File: config.mk
export PLATFORM = sky130hd
export DESIGN_NAME = forward_exec_datapath
export DESIGN_NICKNAME = d
export VERILOG_FILES = /design/src/rtl/forward_exec_datapath_pkg.sv /design/src/rtl/forward_exec_datapath_fwd_operand_mux.sv /design/src/rtl/forward_exec_datapath.sv
export SDC_FILE = /design/constraint.sdc
export NUM_CORES = 1
export LEC_CHECK = 0
export ABC_CLOCK_PERIOD_IN_PS = 2000
export BUFFER_PORTS_ARGS = -buffer_cell sky130_fd_sc_hd__buf_2
export CAP_MARGIN = 40
export CORE_MARGIN = 1.5
export CORE_UTILIZATION = 25
export CTS_CLUSTER_DIAMETER = 100
export DETAILED_ROUTE_END_ITERATION = 10
export GPL_TIMING_DRIVEN = 0
export PLACE_DENSITY = 0.47
export REMOVE_ABC_BUFFERS = 1
export SYNTH_ARGS = -nofsm -noshare
export SYNTH_HDL_FRONTEND = slang
export SYNTH_SLANG_ARGS = --single-unit
export TNS_END_PERCENT = 100
File: constraint.sdc
create_clock -name clk -period 2 [get_ports clk]
set_input_delay 0.4 -clock clk [delete_from_list [all_inputs] [get_ports clk]]
set_output_delay 0.4 -clock clk [all_outputs]
set_load 0.02 [all_outputs]
File: src/rtl/forward_exec_datapath_pkg.sv
// Shared constants for the execute-side forwarding datapath.
package forward_exec_datapath_pkg;

  localparam int unsigned DATA_W_DEF = 16;
  localparam int unsigned IMM_W      = 16;
  localparam int unsigned OP_W       = 6;
  localparam int unsigned REG_ADDR_W = 5;
  localparam int unsigned FWD_SEL_W  = 2;
  localparam int unsigned STAT_W     = 16;

  typedef logic [FWD_SEL_W-1:0] fwd_sel_t;

  // Operand source selects: register file or one of the three history slots
  localparam fwd_sel_t FWD_RF  = 2'b00;
  localparam fwd_sel_t FWD_EX  = 2'b01;
  localparam fwd_sel_t FWD_MEM = 2'b10;
  localparam fwd_sel_t FWD_WB  = 2'b11;

  // mem_rw encoding
  localparam logic MEM_STORE = 1'b1;
  localparam logic MEM_LOAD  = 1'b0;

endpackage

File: src/rtl/forward_exec_datapath_fwd_operand_mux.sv
// 4:1 operand source select between register file and result history.
module fwd_operand_mux
  import forward_exec_datapath_pkg::*;
#(
  parameter int unsigned W = DATA_W_DEF
) (
  input  logic [1:0]   sel,
  input  logic [W-1:0] rf,
  input  logic [W-1:0] ex_res,
  input  logic [W-1:0] mem_res,
  input  logic [W-1:0] wb_res,
  output logic [W-1:0] operand_c
);

  // Pick the operand source; history inputs are all registered upstream
  always_comb begin
    operand_c = rf;
    case (sel)
      FWD_EX:  operand_c = ex_res;
      FWD_MEM: operand_c = mem_res;
      FWD_WB:  operand_c = wb_res;
      default: operand_c = rf;
    endcase
  end

endmodule

File: src/rtl/forward_exec_datapath.sv
// Execute/memory/write-back datapath with 3-deep result history for forwarding.
// Optional macro FWD_STATS_EN adds saturating forwarded-operand counters.
module forward_exec_datapath
  import forward_exec_datapath_pkg::*;
#(
  parameter int unsigned DATA_W     = DATA_W_DEF,
  parameter int unsigned DM_ADDR_W  = 8,
  parameter int unsigned IMM_SIGNED = 1
) (
  input  logic                  clk,
  input  logic                  reset,
  input  logic [OP_W-1:0]       op_dec,
  input  logic [IMM_W-1:0]      imm,
  input  logic                  imm_sel,
  input  logic [1:0]            mux_sel_A,
  input  logic [1:0]            mux_sel_B,
  input  logic [DATA_W-1:0]     rf_a,
  input  logic [DATA_W-1:0]     rf_b,
  input  logic                  mem_en_ex,
  input  logic                  mem_rw_ex,
  input  logic                  mem_mux_sel_dm,
  input  logic [REG_ADDR_W-1:0] RW_dm,
  output logic [DATA_W-1:0]     alu_a,
  output logic [DATA_W-1:0]     alu_b,
  output logic [OP_W-1:0]       alu_op,
  input  logic [DATA_W-1:0]     alu_res,
  output logic                  dm_en,
  output logic                  dm_we,
  output logic [DM_ADDR_W-1:0]  dm_addr,
  output logic [DATA_W-1:0]     dm_wdata,
  input  logic [DATA_W-1:0]     dm_rdata,
  output logic                  wb_en,
  output logic [REG_ADDR_W-1:0] wb_addr,
  output logic [DATA_W-1:0]     wb_data
`ifdef FWD_STATS_EN
  ,
  output logic [STAT_W-1:0]     fwd_cnt_a,
  output logic [STAT_W-1:0]     fwd_cnt_b
`endif
);

  logic [DATA_W-1:0] imm_ext_c;
  logic [DATA_W-1:0] sel_a_c;
  logic [DATA_W-1:0] sel_b_c;
  logic [DATA_W-1:0] st_b_q;
  logic [DATA_W-1:0] ex_res_q;
  logic [DATA_W-1:0] st_q;
  logic [DATA_W-1:0] mem_res_q;
  logic [DATA_W-1:0] wb_res_q;
  logic              men_q;
  logic              mrw_q;
  logic              dsel_q;
  logic              wbv_q;

  // Immediate widening to the datapath width
  generate
    if (DATA_W > IMM_W) begin : g_imm_ext
      logic ext_bit_c;
      assign ext_bit_c = (IMM_SIGNED != 0) ? imm[IMM_W-1] : 1'b0;
      assign imm_ext_c = {{(DATA_W-IMM_W){ext_bit_c}}, imm};
    end else begin : g_imm_fit
      assign imm_ext_c = imm[DATA_W-1:0];
    end
  endgenerate

  fwd_operand_mux #(.W(DATA_W)) u_mux_a (
    .sel       (mux_sel_A),
    .rf        (rf_a),
    .ex_res    (ex_res_q),
    .mem_res   (mem_res_q),
    .wb_res    (wb_res_q),
    .operand_c (sel_a_c)
  );

  fwd_operand_mux #(.W(DATA_W)) u_mux_b (
    .sel       (mux_sel_B),
    .rf        (rf_b),
    .ex_res    (ex_res_q),
    .mem_res   (mem_res_q),
    .wb_res    (wb_res_q),
    .operand_c (sel_b_c)
  );

  // OF -> EX: latch ALU operands; store data keeps the forwarded B even with imm
  always_ff @(posedge clk) begin
    if (reset) begin
      alu_a  <= '0;
      alu_b  <= '0;
      alu_op <= '0;
      st_b_q <= '0;
    end else begin
      alu_a  <= sel_a_c;
      alu_b  <= imm_sel ? imm_ext_c : sel_b_c;
      alu_op <= op_dec;
      st_b_q <= sel_b_c;
    end
  end

  // EX -> MEM: capture ALU result and memory controls
  always_ff @(posedge clk) begin
    if (reset) begin
      ex_res_q <= '0;
      st_q     <= '0;
      men_q    <= 1'b0;
      mrw_q    <= 1'b0;
    end else begin
      ex_res_q <= alu_res;
      st_q     <= st_b_q;
      men_q    <= mem_en_ex;
      mrw_q    <= mem_rw_ex;
    end
  end

  // MEM -> WB: stores are marked as not writing back
  always_ff @(posedge clk) begin
    if (reset) begin
      mem_res_q <= '0;
      dsel_q    <= 1'b0;
      wb_addr   <= '0;
      wbv_q     <= 1'b0;
    end else begin
      mem_res_q <= ex_res_q;
      dsel_q    <= mem_mux_sel_dm;
      wb_addr   <= RW_dm;
      wbv_q     <= ~(men_q & (mrw_q == MEM_STORE));
    end
  end

  // Oldest history slot: whatever was written back last cycle
  always_ff @(posedge clk) begin
    if (reset) begin
      wb_res_q <= '0;
    end else begin
      wb_res_q <= wb_data;
    end
  end

  // Write-back value selection; load data arrives one cycle after dm_en
  always_comb begin
    wb_data = dsel_q ? dm_rdata : mem_res_q;
  end

  // Memory port and write enable decode
  always_comb begin
    dm_en    = men_q;
    dm_we    = men_q & (mrw_q == MEM_STORE);
    dm_addr  = ex_res_q[DM_ADDR_W-1:0];
    dm_wdata = st_q;
    wb_en    = wbv_q & (wb_addr != '0);
  end

`ifdef FWD_STATS_EN
  // Saturating counts of cycles with a forwarded operand select
  always_ff @(posedge clk) begin
    if (reset) begin
      fwd_cnt_a <= '0;
      fwd_cnt_b <= '0;
    end else begin
      if ((mux_sel_A != FWD_RF) && (fwd_cnt_a != '1)) begin
        fwd_cnt_a <= fwd_cnt_a + STAT_W'(1);
      end
      if ((mux_sel_B != FWD_RF) && (fwd_cnt_b != '1)) begin
        fwd_cnt_b <= fwd_cnt_b + STAT_W'(1);
      end
    end
  end
`else
  // Forwarding statistics not built
`endif

endmodule

==> impl_results.md <==
* Unrepaired setup endpoints after global routing: yes
* Synth Area in Compound Gates at around 4.3%
* Sequential cell area fraction in the yosys report at 50.0%
* Crit path kind: reg2out
* Synth area leader: dfxtp_1
* Antenna-violating nets left at 0
* Met1 WL at ~6000 µm
* Worst slew pin tran at between 700 and 800 ps
* Cells along the critical path: or4_4 > o21a_1 > buf_2
* Pwr dens at roughly 1000 mW/mm²
* Final Wtd Congestion at approximately 0.74
* Max Clk Rate at ~510 MHz
* CTS root buffer: clkbuf_16
* Largest stage delay on the critical path at 530 ps
* Largest family of logic cells by synthesized area: multiplexers
* Yosys warnings at 0
* Crit path max fanout at 2
* Largest net degree at the start of global routing at 72
* Worst clock skew at ~5.7 ps
* NumNets Final at 667
* Max-Cap Viols at 0
* First-pass GRT wire length at around 21000 µm
* Worst Path Required at 1600 ps
* Num rows at about 50
* WL final at about 13000 µm
* Yosys top cell area share at about half
* Initial antenna violation count at 0
* Syn avg cell area at 12.8 µm²
* Post-Syn Area at 0.00508 mm²
* Final Hold Viols at 0
* Maximum clock path buffer count at 2
* ANT cells at 0
* Top delay family on crit path: simple AND/OR/NAND/NOR gates
* Leakage Power at roughly 3 nW
* Setup tns final at 0 ps
* Post-route minimum period at roughly 2000 ps
* CP startpoint kind: flip-flop
* XOR/XNOR Fraction of Synth Area at 0%
* Global Route Usage Sum at 13.3%
* Worst EP arrival at between 1500 and 2000 ps
* Initial Util at between 20% and 30%
* Period utilization at a little over nine tenths
* Met2 routed WL at about 6300 µm
* Total CTS buffers at 17
* Hold_ws at between 150 and 200 ps
* DIE AREA at between 0.02 and 0.025 mm²
* Main area contributors after synthesis: dfxtp_1 (50%), nor2b_1 (14%), mux4_2 (12%)
* Hold WC Path Type: in2reg
* Final Slew Violations at 0
* DRC at 0
* Global route overflow at 0
* Pre-CTS WS at -452 ps
* Post-synthesis simple-gate area fraction at around 17%
* Gate Count Post-Synth at around 400
* CP bufs+invs at 1
* WL per Instance at roughly 16 µm
* Status: finished, final reports clean
* Die H at 146 µm
* CTS sink count at around 130
* Final setup viols at 0
* Max-Slew Margin vs Limit at between 40 and 50%
* Worst VDD drop at roughly 0.49 mV
* Vias at around 3600
* Boundary Pins at 187
* Detailed Place HPWL at 9230 µm
* Core area at roughly 0.020 mm²
* Die width at ~150 µm
* Worst-skew pair later-pin latency at around 410 ps
* Drt first pass iters at 4
* Layout area overhead at 35.2%
* Synth Area in Adders at 0%
* Total power draw at 6.83 mW
* Met3 wire len at between 800 and 900 µm
* Top sig layer: met4
* Mux cell area share after synthesis at between 20% and 30%
* CTS tree: done
* Hold buffer count at CTS at 0
* Slowest-stage cell, CP: or4_4
* Reg clk slew, reported paths at around 60 ps
* Layout cells sized above 1 at a little under 50%
* Via-to-Cell Ratio at between 4 and 5
* Synth cell types at 21
* DRT iter0 DRCs at 106
* CTS HTree Levels at 4
* Synth Register Bits at around 130
* Slack of the critical path at 35.1 ps
* Vias in the first global route at 3827
* Nature of the critical path endpoint: output pin
* Port buffer count at ~190
-- synth_stat cells --
cell / number
buf_2: 10
buf_6: 4
mux2i_1: 32
or4_1: 1
clkbuf_1: 15
buf_4: 10
buf_8: 1
nor2b_1: 110
mux4_1: 4
nand3b_1: 16
o21a_1: 1
nor2_1: 1
buf_1: 1
and2_1: 1
dfxtp_1: 127
or3_1: 1
o221ai_2: 11
mux4_2: 28
o221ai_1: 5
mux2_2: 16
or3b_1: 1
-- metal layers --
layer,vias to the layer above,global-route usage (%)
met3,14,4.55
met2,127,21.0
met1,1774,16.6
met5,-,0
li1,1725,-
met4,0,5.05
-- flip-flops by register name, summed over array words and instances (netlist names) --
| signal | flops |
|---|---|
| alu_b | 16 |
| wbv_q | 1 |
| dsel_q | 1 |
| st_b_q | 16 |
| wb_res_q | 16 |
| alu_a | 16 |
| dm_wdata | 16 |
| dm_en | 1 |
| mrw_q | 1 |
| ex_res_q | 16 |
| mem_res_q | 16 |
| alu_op | 6 |
| wb_addr | 5 |
-- cell families (layout without fill, tap and decap cells) --
| family | Yosys count | in the layout |
|---|---|---|
| flops | 127 | 127 |
| simple gates | 131 | 131 |
| buf+inv | 41 | 224 |
| mux | 80 | 80 |
| compound gates | 17 | 17 |
-- report_power, final --
| group | leakage [nW] | switching [mW] | internal (mW) |
|---|---|---|---|
| combinational | 1.70 | 0.395 | 0.377 |
| clock | 0.306 | 1.14 | 2.18 |
| sequential | 1.05 | 0.0634 | 2.66 |
-- worst paths after layout --
check	cells after the start	endpoint	slack [ps]	from
setup / recovery	3	wb_en	40	wb_addr[0]$_SDFF_PP0_
hold / removal	2	alu_op[5]$_SDFF_PP0_	200	op_dec[5]
setup reg to reg	3	wb_res_q[10]$_SDFF_PP0_	830	dsel_q$_SDFF_PP0_
hold reg to reg	1	dm_wdata[12]$_SDFF_PP0_	430	st_b_q[12]$_SDFF_PP0_
-- layout make-up --
class / instances / area [µm²]
multi-input combinational: 228 / 2300
tap: 265 / 332
fill: 2002 / 12800
sequential: 127 / 2550
clock inverter: 10 / 159
clock buffer: 22 / 474
timing repair buffer: 192 / 1060
-- what timing repair did --
action / 4_1_cts / 5_1_grt
resized for setup: 4 / 0
buffers inserted: 1 / 0
endpoints found under the setup margin: 18 / 1
-- cell usage in the layout (no fill, tap or decap) --
| master | netlist | routed |
|---|---|---|
| mux4_1 | 4 | 4 |
| o221ai_1 | 5 | 5 |
| and2_1 | 1 | 1 |
| bufinv_16 | 0 | 4 |
| o21a_1 | 1 | 1 |
| clkbuf_16 | 0 | 17 |
| clkinv_2 | 0 | 3 |
| nor2b_1 | 110 | 110 |
| or3_1 | 1 | 1 |
| nor2_1 | 1 | 1 |
| dfxtp_1 | 127 | 126 |
| buf_16 | 0 | 2 |
| buf_12 | 0 | 2 |
| o221ai_2 | 11 | 11 |
| mux2_2 | 16 | 16 |
| clkbuf_8 | 0 | 3 |
| clkinv_4 | 0 | 1 |
| buf_2 | 10 | 185 |
| clkinvlp_4 | 0 | 2 |
| or3b_1 | 1 | 1 |
| mux4_2 | 28 | 28 |
| nand3b_1 | 16 | 16 |
| buf_6 | 4 | 1 |
| clkbuf_1 | 15 | 2 |
| or4_4 | 0 | 1 |
| dfxtp_4 | 0 | 1 |
| buf_8 | 1 | 2 |
| mux2i_1 | 32 | 32 |
-- through the flow --
stage / utilization, % / cells / area, µm²
6_report: 34.8 / 844 / 6870
3_3_place_gp: 30.9 / 806 / 6100
2_1_floorplan: - / 355 / 4840
5_1_grt: 34.8 / 844 / 6870
4_1_cts: 34.8 / 844 / 6870
3_5_place_dp: 31.5 / 811 / 6210
Power figures use the tool's default switching activity.
